`config.mk`:
```
export PLATFORM = sky130hd
export DESIGN_NAME = out_line_sequencer_flat
export DESIGN_NICKNAME = d
export VERILOG_FILES = /design/src/rtl/out_line_sequencer_if.sv /design/src/rtl/out_line_sequencer.sv /design/src/flat_wrapper.sv
export SDC_FILE = /design/constraint.sdc
export NUM_CORES = 1
export LEC_CHECK = 0
export CORE_UTILIZATION = 43
export CTS_CLUSTER_SIZE = 30
export DETAILED_ROUTE_END_ITERATION = 6
export PLACE_DENSITY = 0.68
export SLEW_MARGIN = 10
export SYNTH_ARGS = -nofsm -noshare
export SYNTH_HDL_FRONTEND = slang
export SYNTH_SLANG_ARGS = --single-unit
```
`constraint.sdc`:
```
create_clock -name aclk -period 3.75 [get_ports aclk]
set_clock_uncertainty 0.1 [all_clocks]
set_input_delay 0.75 -clock aclk [delete_from_list [all_inputs] [get_ports aclk]]
set_output_delay 0.75 -clock aclk [all_outputs]
set_load 0.02 [all_outputs]
```
`src/rtl/out_line_sequencer_if.sv`:
```
// Output pixel stream of the line sequencer: valid/ready with end-of-line (tlast)
// and start-of-frame (tuser) tags.
interface out_line_sequencer_if #(
  parameter int unsigned dataWidth = 8
) ();
  logic [dataWidth-1:0] tdata;
  logic                 tvalid;
  logic                 tready;
  logic                 tlast;
  logic                 tuser;

  modport master (output tdata, output tvalid, output tlast, output tuser, input tready);
  modport slave  (input tdata, input tvalid, input tlast, input tuser, output tready);
endinterface

```
`src/rtl/out_line_sequencer.sv`:
```
// Drains the pass-through (even rows) and interpolated (odd rows) line FIFOs in
// alternation into one tagged pixel stream; reads are paced by a 2-entry credit.
module out_line_sequencer #(
  parameter int unsigned dataWidth = 8,
  parameter int unsigned OUT_W     = 1280,
  parameter int unsigned OUT_H     = 960
) (
  input  logic                 aclk,
  input  logic                 rst_n,
  input  logic                 enable,
  input  logic [dataWidth-1:0] afifo0_out,
  input  logic                 afifo0_empty,
  input  logic                 afifo0_rd_rst_busy,
  output logic                 afifo0_rd_en,
  input  logic [dataWidth-1:0] afifo1_out,
  input  logic                 afifo1_empty,
  input  logic                 afifo1_rd_rst_busy,
  output logic                 afifo1_rd_en,
  output logic                 frame_done,
  out_line_sequencer_if.master m
);

  localparam int unsigned CW = $clog2(OUT_W);
  localparam int unsigned RW = $clog2(OUT_H);
  localparam logic [CW-1:0] COL_LAST = CW'(OUT_W - 1);
  localparam logic [RW-1:0] ROW_LAST = RW'(OUT_H - 1);

  typedef enum logic [1:0] {IDLE, ACTIVE, DRAIN} state_t;

  typedef struct packed {
    logic [dataWidth-1:0] data;
    logic                 last;
    logic                 user;
  } entry_t;

  state_t        state_q, state_d;
  logic [CW-1:0] col_q;
  logic [RW-1:0] row_q;
  logic [RW-1:0] orow_q;
  logic [1:0]    occ_q;
  logic          infl_q, infl_src_q, infl_last_q, infl_user_q;
  entry_t        buf0_q, buf1_q;

  logic   busy, sel_odd, sel_empty, pop, credit_ok, rd_c, last_read;
  entry_t push_e;

  assign busy      = afifo0_rd_rst_busy | afifo1_rd_rst_busy;
  assign sel_odd   = row_q[0];
  assign sel_empty = sel_odd ? afifo0_empty : afifo1_empty;
  assign pop       = m.tvalid & m.tready;
  // Buffered plus in-flight pixels, net of this cycle's pop, must leave room.
  assign credit_ok = (3'(occ_q) + 3'(infl_q) - 3'(pop)) < 3'd2;
  assign last_read = (col_q == COL_LAST) && (row_q == ROW_LAST);

  always_comb begin
    state_d = state_q;
    rd_c    = 1'b0;
    case (state_q)
      IDLE: begin
        if (enable && !busy) state_d = ACTIVE;
      end
      ACTIVE: begin
        rd_c = !sel_empty && !busy && credit_ok;
        if (rd_c && last_read && !enable) state_d = DRAIN;
      end
      DRAIN: begin
        if (occ_q == 2'd0 && !infl_q) state_d = IDLE;
      end
      default: state_d = IDLE;
    endcase
  end

  always_ff @(posedge aclk or negedge rst_n) begin
    if (!rst_n) state_q <= IDLE;
    else        state_q <= state_d;
  end

  assign afifo0_rd_en = rd_c & sel_odd;
  assign afifo1_rd_en = rd_c & ~sel_odd;

  // Issue-side position and the tags that travel with each read.
  always_ff @(posedge aclk or negedge rst_n) begin
    if (!rst_n) begin
      col_q       <= '0;
      row_q       <= '0;
      infl_q      <= 1'b0;
      infl_src_q  <= 1'b0;
      infl_last_q <= 1'b0;
      infl_user_q <= 1'b0;
    end else begin
      infl_q <= rd_c;
      if (rd_c) begin
        infl_src_q  <= sel_odd;
        infl_last_q <= (col_q == COL_LAST);
        infl_user_q <= (col_q == '0) && (row_q == '0);
        if (col_q == COL_LAST) begin
          col_q <= '0;
          row_q <= (row_q == ROW_LAST) ? '0 : row_q + RW'(1);
        end else begin
          col_q <= col_q + CW'(1);
        end
      end
    end
  end

  assign push_e = {(infl_src_q ? afifo0_out : afifo1_out), infl_last_q, infl_user_q};

  // Two-entry output buffer; buf0 is always the head.
  always_ff @(posedge aclk or negedge rst_n) begin
    if (!rst_n) begin
      occ_q  <= 2'd0;
      buf0_q <= '0;
      buf1_q <= '0;
      orow_q <= '0;
    end else begin
      occ_q <= occ_q + 2'(infl_q) - 2'(pop);
      if (pop) buf0_q <= buf1_q;
      if (infl_q) begin
        if ((occ_q - 2'(pop)) == 2'd0) buf0_q <= push_e;
        else                           buf1_q <= push_e;
      end
      if (pop && buf0_q.last) orow_q <= (orow_q == ROW_LAST) ? '0 : orow_q + RW'(1);
    end
  end

  assign m.tvalid   = (occ_q != 2'd0);
  assign m.tdata    = buf0_q.data;
  assign m.tlast    = buf0_q.last;
  assign m.tuser    = buf0_q.user;
  assign frame_done = pop & buf0_q.last & (orow_q == ROW_LAST);

  always @(posedge aclk) begin
    if (rst_n) begin
      assert (!(infl_q && !pop && occ_q == 2'd2))
        else $error("output buffer overflow");
    end
  end

endmodule
```
`src/flat_wrapper.sv`:
```
// flat-port wrapper written by rule: the top's interface ports become plain ports
module out_line_sequencer_flat 
#(
  parameter int unsigned dataWidth = 8,
  parameter int unsigned OUT_W     = 1280,
  parameter int unsigned OUT_H     = 960
)
  (aclk, rst_n, enable, afifo0_out, afifo0_empty, afifo0_rd_rst_busy, afifo0_rd_en, afifo1_out, afifo1_empty, afifo1_rd_rst_busy, afifo1_rd_en, frame_done, m_tdata, m_tvalid, m_tlast, m_tuser, m_tready);
  out_line_sequencer_if #(.dataWidth(dataWidth)) m_i ();
  input  logic aclk;
  input  logic rst_n;
  input  logic enable;
  input  logic [dataWidth-1:0] afifo0_out;
  input  logic afifo0_empty;
  input  logic afifo0_rd_rst_busy;
  output logic afifo0_rd_en;
  input  logic [dataWidth-1:0] afifo1_out;
  input  logic afifo1_empty;
  input  logic afifo1_rd_rst_busy;
  output logic afifo1_rd_en;
  output logic frame_done;
  output wire logic [$bits(m_i.tdata)-1:0] m_tdata;
  output wire logic [$bits(m_i.tvalid)-1:0] m_tvalid;
  output wire logic [$bits(m_i.tlast)-1:0] m_tlast;
  output wire logic [$bits(m_i.tuser)-1:0] m_tuser;
  input wire logic [$bits(m_i.tready)-1:0] m_tready;
  assign m_tdata = m_i.tdata;
  assign m_tvalid = m_i.tvalid;
  assign m_tlast = m_i.tlast;
  assign m_tuser = m_i.tuser;
  assign m_i.tready = m_tready;
  out_line_sequencer #(.dataWidth(dataWidth), .OUT_W(OUT_W), .OUT_H(OUT_H)) u_core (.aclk(aclk), .rst_n(rst_n), .enable(enable), .afifo0_out(afifo0_out), .afifo0_empty(afifo0_empty), .afifo0_rd_rst_busy(afifo0_rd_rst_busy), .afifo0_rd_en(afifo0_rd_en), .afifo1_out(afifo1_out), .afifo1_empty(afifo1_empty), .afifo1_rd_rst_busy(afifo1_rd_rst_busy), .afifo1_rd_en(afifo1_rd_en), .frame_done(frame_done), .m(m_i));
endmodule
```
==> impl_metrics.toml, run 1 <==
[setup_path]
critPathCaptureType = "primary output"
path_class = "in -> out"
r2r_slack_ns = 0.93
crit_slowest_cell = "fa_1"
crit_chain = "dlymetal6s2s_1 > nand2b_4 > nand2_1 > ha_1 > fa_1 > nor3_2 > nand4_1 > buf_4 > nor2_2 > buf_4"
cp.arrival_ns = 2.56
r2r-start = "u_core.occ_q[0]$_DFF_PN0_"
worstRegToRegCells = 12
path_buf_inv = 3
path_max_fanout = 5
cpMostUsedCell = "buf_4"
required_ns = 2.90
startpoint = "m_tready"
slowest_delay_ns = 0.48
r2r-end = "u_core.col_q[5]$_DFFE_PN0P_"
cp.depth = 10
path_delay_family = "adder cells"
endpoint = "afifo0_rd_en"
start_kind = "input port"

[placement]
place_hpwl_um = 4400
gp_congestion = 0.814
place.port_buffers = 37
dp_slack_ns = -0.573

[drt]
wirelength_um = 6180
viasPerCell = 5.36
drtPass1Iterations = 4
vias = 2373
routedWlPerCell_um = 13.9
drc = 0
drtIter0Drc = 131
ant_nets = 0

[logic_synthesis]
yosysSeqAreaShare_pct = 48.8
synthArstFlopShare_pct = 100
syn-num-nets = 326
ys_types = 47
avgSynthCellArea_um2 = 10.3
syn_area_um2 = 3020
synthCells = 294
synth_seq_cells = 59
yosys_warnings = 0
synthFlopType = "dfrtp_1"
synth_edf_count = 0

[sta]
fin_crit_ns = 3.41
rsz0062_at_grt = "false"
drv_slew = 0
slew_headroom_pct = 56.6
worst_pin_slew_ns = 0.649
fin_crit_sh_pct = 91.0
tns_ns = 0
hold_viol = 0
worst_slack_ns = 0.339
setup_viol_count_final = 0
max_freq_ghz = 0.293

[pwr]
p_switching_uw = 660
leakage_nw = 1.68
p_per_area_nw_per_um2 = 544
power_frac_seq_pct = 43.6
p_comb_share_pct = 28.3
ir_worst_vdd_uv = 204
cell_internal_pwr_mw = 1.38
p_clk_share_pct = 28.2
switching_share_pct = 32.4

[clock_tree]
htree_levels = 3
postCtsSetupBuffers = 0
cts_root_buf = "clkbuf_8"
cts_tree = "done"
path_clk_slew_ns = 0.07
cts_made_buffers = 9
clock_sinks = 59
clk_latency_ns = 0.33
cts_max_path_buffers = 2

[final_layout]
drive_gt1_share_pct = 14.1
finish.utilization_pct = 55.1
final.fill_count = 602
fin_nets = 374
antennaDiodeCount = 0
syn_to_final_growth_pct = 23.9

[floorplanning]
die_x_um = 85.9
initial_utilization_pct = 44.5
num_rows = 30
core_um2 = 6790
ios = 38
die_h_um = 85.9
die_area_um2 = 7370

[global_route]
grt.overflow.total = 0
track_usage_pct = 19.0
first_global_vias = 2314
antenna_found_initial = 0
grt_pass1_wl_um = 10800
grt_max_degree = 40

[run_status]
outcome = "completed"

[hold_path]
hp-class = "in -> async"

[job]
maxCapViolations = 0
-- worst reg2reg max path: cells and delay by family (launching register included) --
kind,cells,cell delay (ns)
simple gates,4,0.56
mux,1,0.27
flops,1,0.45
compound gates,1,0.09
fa+ha+maj,2,0.67
buf+inv,4,0.58
-- registers in the layout (all words and copies together), names as in the netlist --
| name | cells |
|---|---|
| u_core.row_q | 10 |
| u_core.m.tlast | 1 |
| u_core.orow_q | 10 |
| u_core.m.tdata | 8 |
| u_core.state_q | 2 |
| u_core.m.tuser | 1 |
| u_core.infl_src_q | 1 |
| u_core.infl_user_q | 1 |
| u_core.infl_q | 1 |
| u_core.infl_last_q | 1 |
| u_core.buf1_q | 10 |
| u_core.col_q | 11 |
| u_core.occ_q | 2 |
-- power groups by stage --
stage	registers, mW	clock network (mW)	logic [mW]
after floorplan	0.932	0	0.297
after detailed placement	0.899	0	0.580
after global placement	0.892	0	0.562
final	0.888	0.574	0.576
after global routing	0.911	0.628	0.649
after CTS	0.886	0.586	0.583
-- cells in the mapped netlist, types with 7 or more instances --
master | count | area (µm²)
dfrtp_1 | 59 | 1480
nor2_1 | 14 | 52.6
xnor2_1 | 7 | 61.3
nand3_1 | 18 | 90.1
nand4_1 | 12 | 75.1
ha_1 | 7 | 87.6
o21ai_0 | 23 | 115
nand2_1 | 22 | 82.6
mux2i_1 | 27 | 270
inv_1 | 13 | 48.8
-- logic make-up (layout without fill, tap and decap cells) --
logic type / Yosys count / count (layout) / share of synthesized area [%]
AND/OR/NAND/NOR: 107 / 107 / 19.4
flip-flops: 59 / 59 / 48.8
AO/OA/AOI/OAI: 51 / 51 / 10.6
multiplexers: 33 / 33 / 11.2
buffers and inverters: 26 / 79 / 3.64
XOR/XNOR: 10 / 10 / 2.90
adder cells (fa/ha/maj): 8 / 8 / 3.56
-- final cells by class --
class / instances / area [µm²] / area share [%]
Clock buffer: 11 / 141 / 3.77
Clock inverter: 5 / 52.6 / 1.40
Sequential cell: 59 / 1480 / 39.4
Inverter: 14 / 52.6 / 1.40
Multi-Input combinational cell: 209 / 1450 / 38.8
Timing Repair Buffer: 49 / 450 / 12.0
Tap cell: 96 / 120 / 3.21
-- metrics by stage --
step / hold WS, ns / std cells / cell area [µm²] / power [mW]
2_1_floorplan: 0.327 / 294 / 3020 / 1.23
3_3_place_gp: 0.337 / 427 / 3540 / 1.45
3_5_place_dp: 0.351 / 427 / 3540 / 1.48
4_1_cts: 0.274 / 443 / 3740 / 2.06
5_1_grt: 0.282 / 443 / 3750 / 2.19
6_report: 0.263 / 443 / 3750 / 2.04
-- metal layers --
layer	routed length, µm	up-vias	GRT usage (%)
li1	-	1169	-
met1	2890	1156	24.7
met5	0	-	0
met4	24	0	4.55
met2	3020	46	30.8
met3	243	2	6.06
-- worst min-delay path by stage --
stage	cells after the start	slack [ns]	to
floorplan	1	0.33	u_core.state_q[0]$_DFFE_PN0P_
global placement	1	0.34	u_core.state_q[0]$_DFFE_PN0P_
detailed placement	1	0.35	u_core.state_q[0]$_DFFE_PN0P_
CTS	1	0.27	u_core.orow_q[7]$_DFFE_PN0P_
global route	1	0.28	u_core.orow_q[7]$_DFFE_PN0P_
finish	1	0.26	u_core.orow_q[4]$_DFFE_PN0P_
-- cells in the final DEF (no fill, tap or decap), types with 4 or more instances in the layout --
cell type	Yosys	final
ha_1	7	7
inv_1	13	13
nand3b_1	6	6
nor4_1	4	4
mux2_2	6	6
nand4_1	12	12
clkbuf_8	0	10
buf_4	0	13
nand3_1	18	18
o21ai_0	23	23
nand2_1	22	22
dfrtp_1	59	59
mux2i_1	27	27
nor3_1	5	4
xnor2_1	7	7
a21oi_1	6	6
and4_1	4	4
clkdlybuf4s50_1	0	33
nor2_1	14	13
-- what timing repair did --
item                       in CTS  in global routing
hold buffers                    0                  0
pin swaps                       0                  1
resized for setup              11                  2
setup endpoints to repair       2                  2
Power figures use the tool's default switching activity.
==> run 2: changes to the inputs <==
--- a/config.mk
+++ b/config.mk
@@ -5,10 +5,12 @@
 export SDC_FILE = /design/constraint.sdc
 export NUM_CORES = 1
 export LEC_CHECK = 0
+export CELL_PAD_IN_SITES_DETAIL_PLACEMENT = 1
+export CELL_PAD_IN_SITES_GLOBAL_PLACEMENT = 1
 export CORE_UTILIZATION = 43
 export CTS_CLUSTER_SIZE = 30
 export DETAILED_ROUTE_END_ITERATION = 6
-export PLACE_DENSITY = 0.68
+export PLACE_DENSITY = 0.83
 export SLEW_MARGIN = 10
 export SYNTH_ARGS = -nofsm -noshare
 export SYNTH_HDL_FRONTEND = slang
==> constraint.sdc (replaced) <==
create_clock -name aclk -period 4.2 [get_ports aclk]
set_clock_uncertainty 0.1 [all_clocks]
set_input_delay 0.84 -clock aclk [delete_from_list [all_inputs] [get_ports aclk]]
set_output_delay 0.84 -clock aclk [all_outputs]
set_load 0.02 [all_outputs]
==> impl_metrics.toml, run 2 (synthesized netlist as in run 1, its figures left out) <==
[run_status]
outcome = "completed"

[global_route]
grt_pass1_wl_um = 13100
grt.overflow.total = 0
grt_max_degree = 38
antenna_found_initial = 0
first_global_vias = 2660
track_usage_pct = 23.3

[setup_path]
path_max_fanout = 3
critPathCaptureType = "primary output"
crit_slowest_cell = "clkdlybuf4s50_1"
slowest_delay_ns = 0.50
path_buf_inv = 3
path_delay_family = "buffers and inverters"
crit_chain = "clkdlybuf4s50_1 > nand2b_1 > nand2_1 > ha_1 > fa_1 > nor3_2 > nand4_1 > buf_4 > nor2_1 > clkbuf_2"
cp.arrival_ns = 3.09
path_class = "in -> out"
required_ns = 3.26
start_kind = "input port"

[floorplanning]
num_rows = 30
die_x_um = 85.9
die_h_um = 85.9
die_area_um2 = 7370
core_um2 = 6790
ios = 38
initial_utilization_pct = 44.5

[final_layout]
final_cell_mix = "dfrtp_1, clkdlybuf4s50_1, mux2i_1"
antennaDiodeCount = 0
fin_nets = 372
largest-register = "u_core.col_q"
layout_commonest_cell = "dfrtp_1"
largest_reg_flops = 11
syn_to_final_growth_pct = 22.3
drive_gt1_share_pct = 12.2

[pwr]
ir_worst_vdd_uv = 234
power.total_mw = 1.79
p_per_area_nw_per_um2 = 484
leakage_nw = 1.64

[drt]
met2WireLength_um = 3840
vias = 2486
wl_met1_um = 3290
ant_nets = 0
drtIter0Drc = 72
viasPerCell = 5.64
wl_met3_um = 216
wirelength_um = 7460
routedWlPerCell_um = 16.9
top_layer_used = "met4"
drtPass1Iterations = 4
drc = 0

[placement]
gp_congestion = 0.765
place.port_buffers = 37
place_hpwl_um = 5230
dp_slack_ns = -0.248

[clock_tree]
path_clk_slew_ns = 0.06
clock_sinks = 59
cts_tree = "done"
cts_root_buf = "clkbuf_8"
cts_made_buffers = 9
cts_max_path_buffers = 2
clk_latency_ns = 0.34
htree_levels = 3
ctsHoldBuffers = 0

[sta]
fin_crit_ns = 4.03
rsz0062_at_grt = "false"
max_freq_ghz = 0.248
hold_viol = 0
setup_viol_count_final = 0
worst_slack_ns = 0.174
slew_headroom_pct = 43.1
drv_slew = 0
worst_pin_slew_ns = 0.854
fin_crit_sh_pct = 95.9

[job]
maxCapViolations = 0

[hold_path]
hp-class = "reg -> reg"
[run 2: layout make-up]
class	instances	area [µm²]
sequential	59	1480
inverter	14	52.6
tap	96	120
timing repair buffer	47	434
clock inverter	2	10.0
fill	746	3100
multi-input combinational	209	1440
clock buffer	14	163
[run 2: path summary, 6_finish.rpt]
check / start / to / slack [ns] / depth (start not counted)
worst max-delay path: m_tready / afifo0_rd_en / 0.17 / 10
worst min-delay path: u_core.state_q[1]$_DFFE_PN0P_ / u_core.state_q[0]$_DFFE_PN0P_ / 0.37 / 1
worst max register to register: u_core.occ_q[1]$_DFF_PN0_ / u_core.row_q[6]$_DFFE_PN0P_ / 1.08 / 11
worst min register to register: u_core.state_q[1]$_DFFE_PN0P_ / u_core.state_q[0]$_DFFE_PN0P_ / 0.37 / 1
max in group asynchronous: rst_n / u_core.buf1_q[8]$_DFFE_PN0P_ / 2.68 / 2
min in group asynchronous: rst_n / u_core.m.tdata[3]$_DFF_PN0_ / 0.50 / 1
[run 2: repair_timing]
action                                  CTS  global route
pin swaps                                 1             0
endpoints found under the setup margin    2             1
endpoints found under the hold margin     0             0
setup buffers                             1             0
resized for setup                         3             2
[run 2: routing by layer]
layer / global-route usage [%] / vias up
met5: 0 / -
met4: 8.64 / 0
met3: 6.54 / 10
met2: 40.2 / 37
met1: 27.8 / 1269
li1: - / 1170
[run 2: power by group]
group	leakage (nW)	switching [mW]	internal, mW
Combinational	0.821	0.287	0.246
Sequential	0.734	0.101	0.696
Clock	0.0905	0.218	0.245
[run 2: metrics by stage]
step / std cells / hold WS, ns / utilization (%) / area [µm²] / setup TNS (ns)
4_1_cts: 441 / 0.369 / 54.5 / 3700 / 0
2_1_floorplan: 294 / 0.327 / - / 3020 / 0
3_5_place_dp: 424 / 0.348 / 51.8 / 3520 / -0.462
6_report: 441 / 0.371 / 54.4 / 3700 / 0
5_1_grt: 441 / 0.382 / 54.4 / 3700 / 0
3_3_place_gp: 424 / 0.341 / 51.8 / 3520 / -0.334
==> run 3: changes to the inputs <==
--- a/config.mk
+++ b/config.mk
@@ -5,12 +5,13 @@
 export SDC_FILE = /design/constraint.sdc
 export NUM_CORES = 1
 export LEC_CHECK = 0
+export ABC_AREA = 1
 export CELL_PAD_IN_SITES_DETAIL_PLACEMENT = 1
 export CELL_PAD_IN_SITES_GLOBAL_PLACEMENT = 1
-export CORE_UTILIZATION = 43
+export CORE_UTILIZATION = 39
 export CTS_CLUSTER_SIZE = 30
 export DETAILED_ROUTE_END_ITERATION = 6
-export PLACE_DENSITY = 0.83
+export PLACE_DENSITY = 0.8
 export SLEW_MARGIN = 10
 export SYNTH_ARGS = -nofsm -noshare
 export SYNTH_HDL_FRONTEND = slang
==> impl_metrics.toml, run 3 <==
[final_layout]
largest-register = "u_core.col_q"
layout_commonest_cell = "nand2_1"
antennaDiodeCount = 0
syn_to_final_growth_pct = 17.9
final.fill_count = 1062
fin_cells = 601
drive_gt1_share_pct = 9.68
fin_nets = 523
final_cell_mix = "nand2_1, dfrtp_1, inv_1"
largest_reg_flops = 11

[pwr]
ir_worst_vdd_uv = 253
leakage_nw = 1.83
p_per_area_nw_per_um2 = 519

[logic_synthesis]
yosys_warnings = 0
yosysMostFrequentCell = "nand2_1"
yosys-top-cells-count = "nand2_1, dfrtp_1, inv_1, nand3_1"
yosys.area.top_type = "dfrtp_1"
synthCells = 453
synthArstFlopShare_pct = 100
synth_seq_cells = 59
avgSynthCellArea_um2 = 7.53
synthFlopType = "dfrtp_1"
yosysSeqAreaShare_pct = 43.3
syn_area_um2 = 3410
synth.area.top_cells = "dfrtp_1, nand2_1, nand3_1"
ys_types = 31
synth_top_area_share_pct = 43.3
synth_edf_count = 0
syn-num-nets = 485

[setup_path]
cpMostUsedCell = "nand2_1"
start_kind = "input port"
crit_slowest_cell = "clkdlybuf4s50_1"
path_max_fanout = 3
required_ns = 3.26
critPathCaptureType = "primary output"
path_buf_inv = 3
crit_chain = "clkdlybuf4s50_1 > or2_2 > nand2_1 > ha_1 > fa_1 > inv_1 > nand3_1 > nor2_2 > nand2_1 > nor2_1 > clkbuf_2"
cp.depth = 11
slowest_delay_ns = 0.43
worstRegToRegCells = 17
cp.arrival_ns = 2.99
path_delay_family = "simple AND/OR/NAND/NOR gates"
path_class = "in -> out"

[floorplanning]
num_rows = 33
die_x_um = 95.5
core_um2 = 8340
initial_utilization_pct = 40.9
die_h_um = 95.5
ios = 38
die_area_um2 = 9120

[placement]
place.port_buffers = 37
placedCellCount = 585
gp_congestion = 0.794
place_hpwl_um = 6370

[clock_tree]
htree_levels = 3
clock_sinks = 59
cts_max_path_buffers = 2
clk_latency_ns = 0.35
cts_root_buf = "clkbuf_8"
path_clk_slew_ns = 0.07
cts_tree = "done"
cts_made_buffers = 9

[sta]
drv_slew = 0
setup_viol_count_final = 0
holdWs_ns = 0.391
fin_crit_ns = 3.93
hold_viol = 0
max_freq_ghz = 0.254
rsz0062_at_grt = "false"
worst_pin_slew_ns = 0.881
fin_crit_sh_pct = 93.6
slew_headroom_pct = 41.3

[hold_path]
hp-class = "reg -> reg"
hold_depth = 2

[global_route]
track_usage_pct = 20.9
antenna_found_initial = 0
first_global_vias = 3227
grt.overflow.total = 0
grt_pass1_wl_um = 14500
grt_max_degree = 38

[drt]
drtIter0Drc = 80
vias = 3105
routedWlPerCell_um = 14.6
drtPass1Iterations = 4
ant_nets = 0
drc = 0
wirelength_um = 8760
viasPerCell = 5.17

[run_status]
outcome = "completed"

[job]
maxCapViolations = 0
-- run 3: changes by cell type after synthesis, moves of 6 or more --
cell	change
inv_1	+28
mux2_2	-6
mux2i_1	-19
nand2_1	+134
nand3_1	+18
nor2_1	+20
o21ai_0	+11
o21ai_1	+6
o21ai_2	+10
-- run 3: logic make-up after synthesis --
family                   Yosys count  share of synthesized area, %
AO/OA/AOI/OAI                     52                          8.73
adder cells (fa/ha/maj)            8                          3.16
XOR/XNOR                           7                          1.80
AND/OR/NAND/NOR                  259                          32.5
buffers and inverters             60                          8.18
multiplexers                       8                          2.35
flip-flops                        59                          43.3
-- run 3: area by class of cell --
type	instances	area (µm²)	share of cell area, %
flip-flops and latches	59	1480	36.7
inverters	43	164	4.08
repair buffers	44	408	10.1
clock inverters	5	36.3	0.902
clock buffers	11	151	3.76
well taps	105	131	3.27
multi-input cells	334	1650	41.1
-- run 3: power by group --
part / leakage, nW / switching [mW] / total [mW] / internal [mW]
registers: 0.773 / 0.122 / 0.853 / 0.731
clock network: 0.0880 / 0.249 / 0.497 / 0.247
logic: 0.964 / 0.437 / 0.737 / 0.299
-- run 3: timing repair --
item	4_1_cts	5_1_grt
hold buffers	0	0
resized for setup	2	4
setup endpoints to repair	2	2
cloned	0	0
setup buffers	0	0
-- run 3: final timing paths --
check	startpoint	endpoint	slack (ns)
max reg2reg	u_core.occ_q[1]$_DFF_PN0_	u_core.col_q[4]$_DFFE_PN0P_	1.25
min in group asynchronous	rst_n	u_core.orow_q[7]$_DFFE_PN0P_	0.51
max	m_tready	afifo1_rd_en	0.27
max in group asynchronous	rst_n	u_core.orow_q[0]$_DFFE_PN0P_	2.61
min reg2reg	u_core.buf1_q[0]$_DFFE_PN0P_	u_core.buf1_q[0]$_DFFE_PN0P_	0.39
min	u_core.buf1_q[0]$_DFFE_PN0P_	u_core.buf1_q[0]$_DFFE_PN0P_	0.39
-- run 3: metrics by stage --
stage	util (%)	worst slack (ns)	area, µm²	total power, mW	TNS [ns]
6_report	48.2	0.268	4020	2.09	0
5_1_grt	48.2	0.124	4020	2.25	0
4_1_cts	48.3	0.0844	4030	2.12	0
3_5_place_dp	46.1	-0.171	3840	1.60	-0.337
3_3_place_gp	46.1	-0.119	3840	1.55	-0.236
2_1_floorplan	-	0.559	3410	1.30	0
-- run 3: per-layer routing --
metal	GRT usage, %	routed length (µm)	up-vias
met1	24.1	3940	1507
li1	-	-	1530
met4	9.70	195	0
met5	0	0	-
met2	37.0	4330	51
met3	4.23	298	17
-- run 3: worst reg2reg max path: stages (launching register included) --
cell and delay [ns]:
dfrtp_1 0.38, inv_1 0.16, nand2_2 0.09, nand2_1 0.10, inv_2 0.05, nand2_1 0.07
nand2_1 0.07, ha_1 0.19, fa_1 0.46, inv_1 0.07, nand3_1 0.10, nor2_2 0.15
nand2_1 0.12, buf_4 0.22, inv_1 0.31, nand2_1 0.11, nand2_1 0.07, nand2_1 0.05
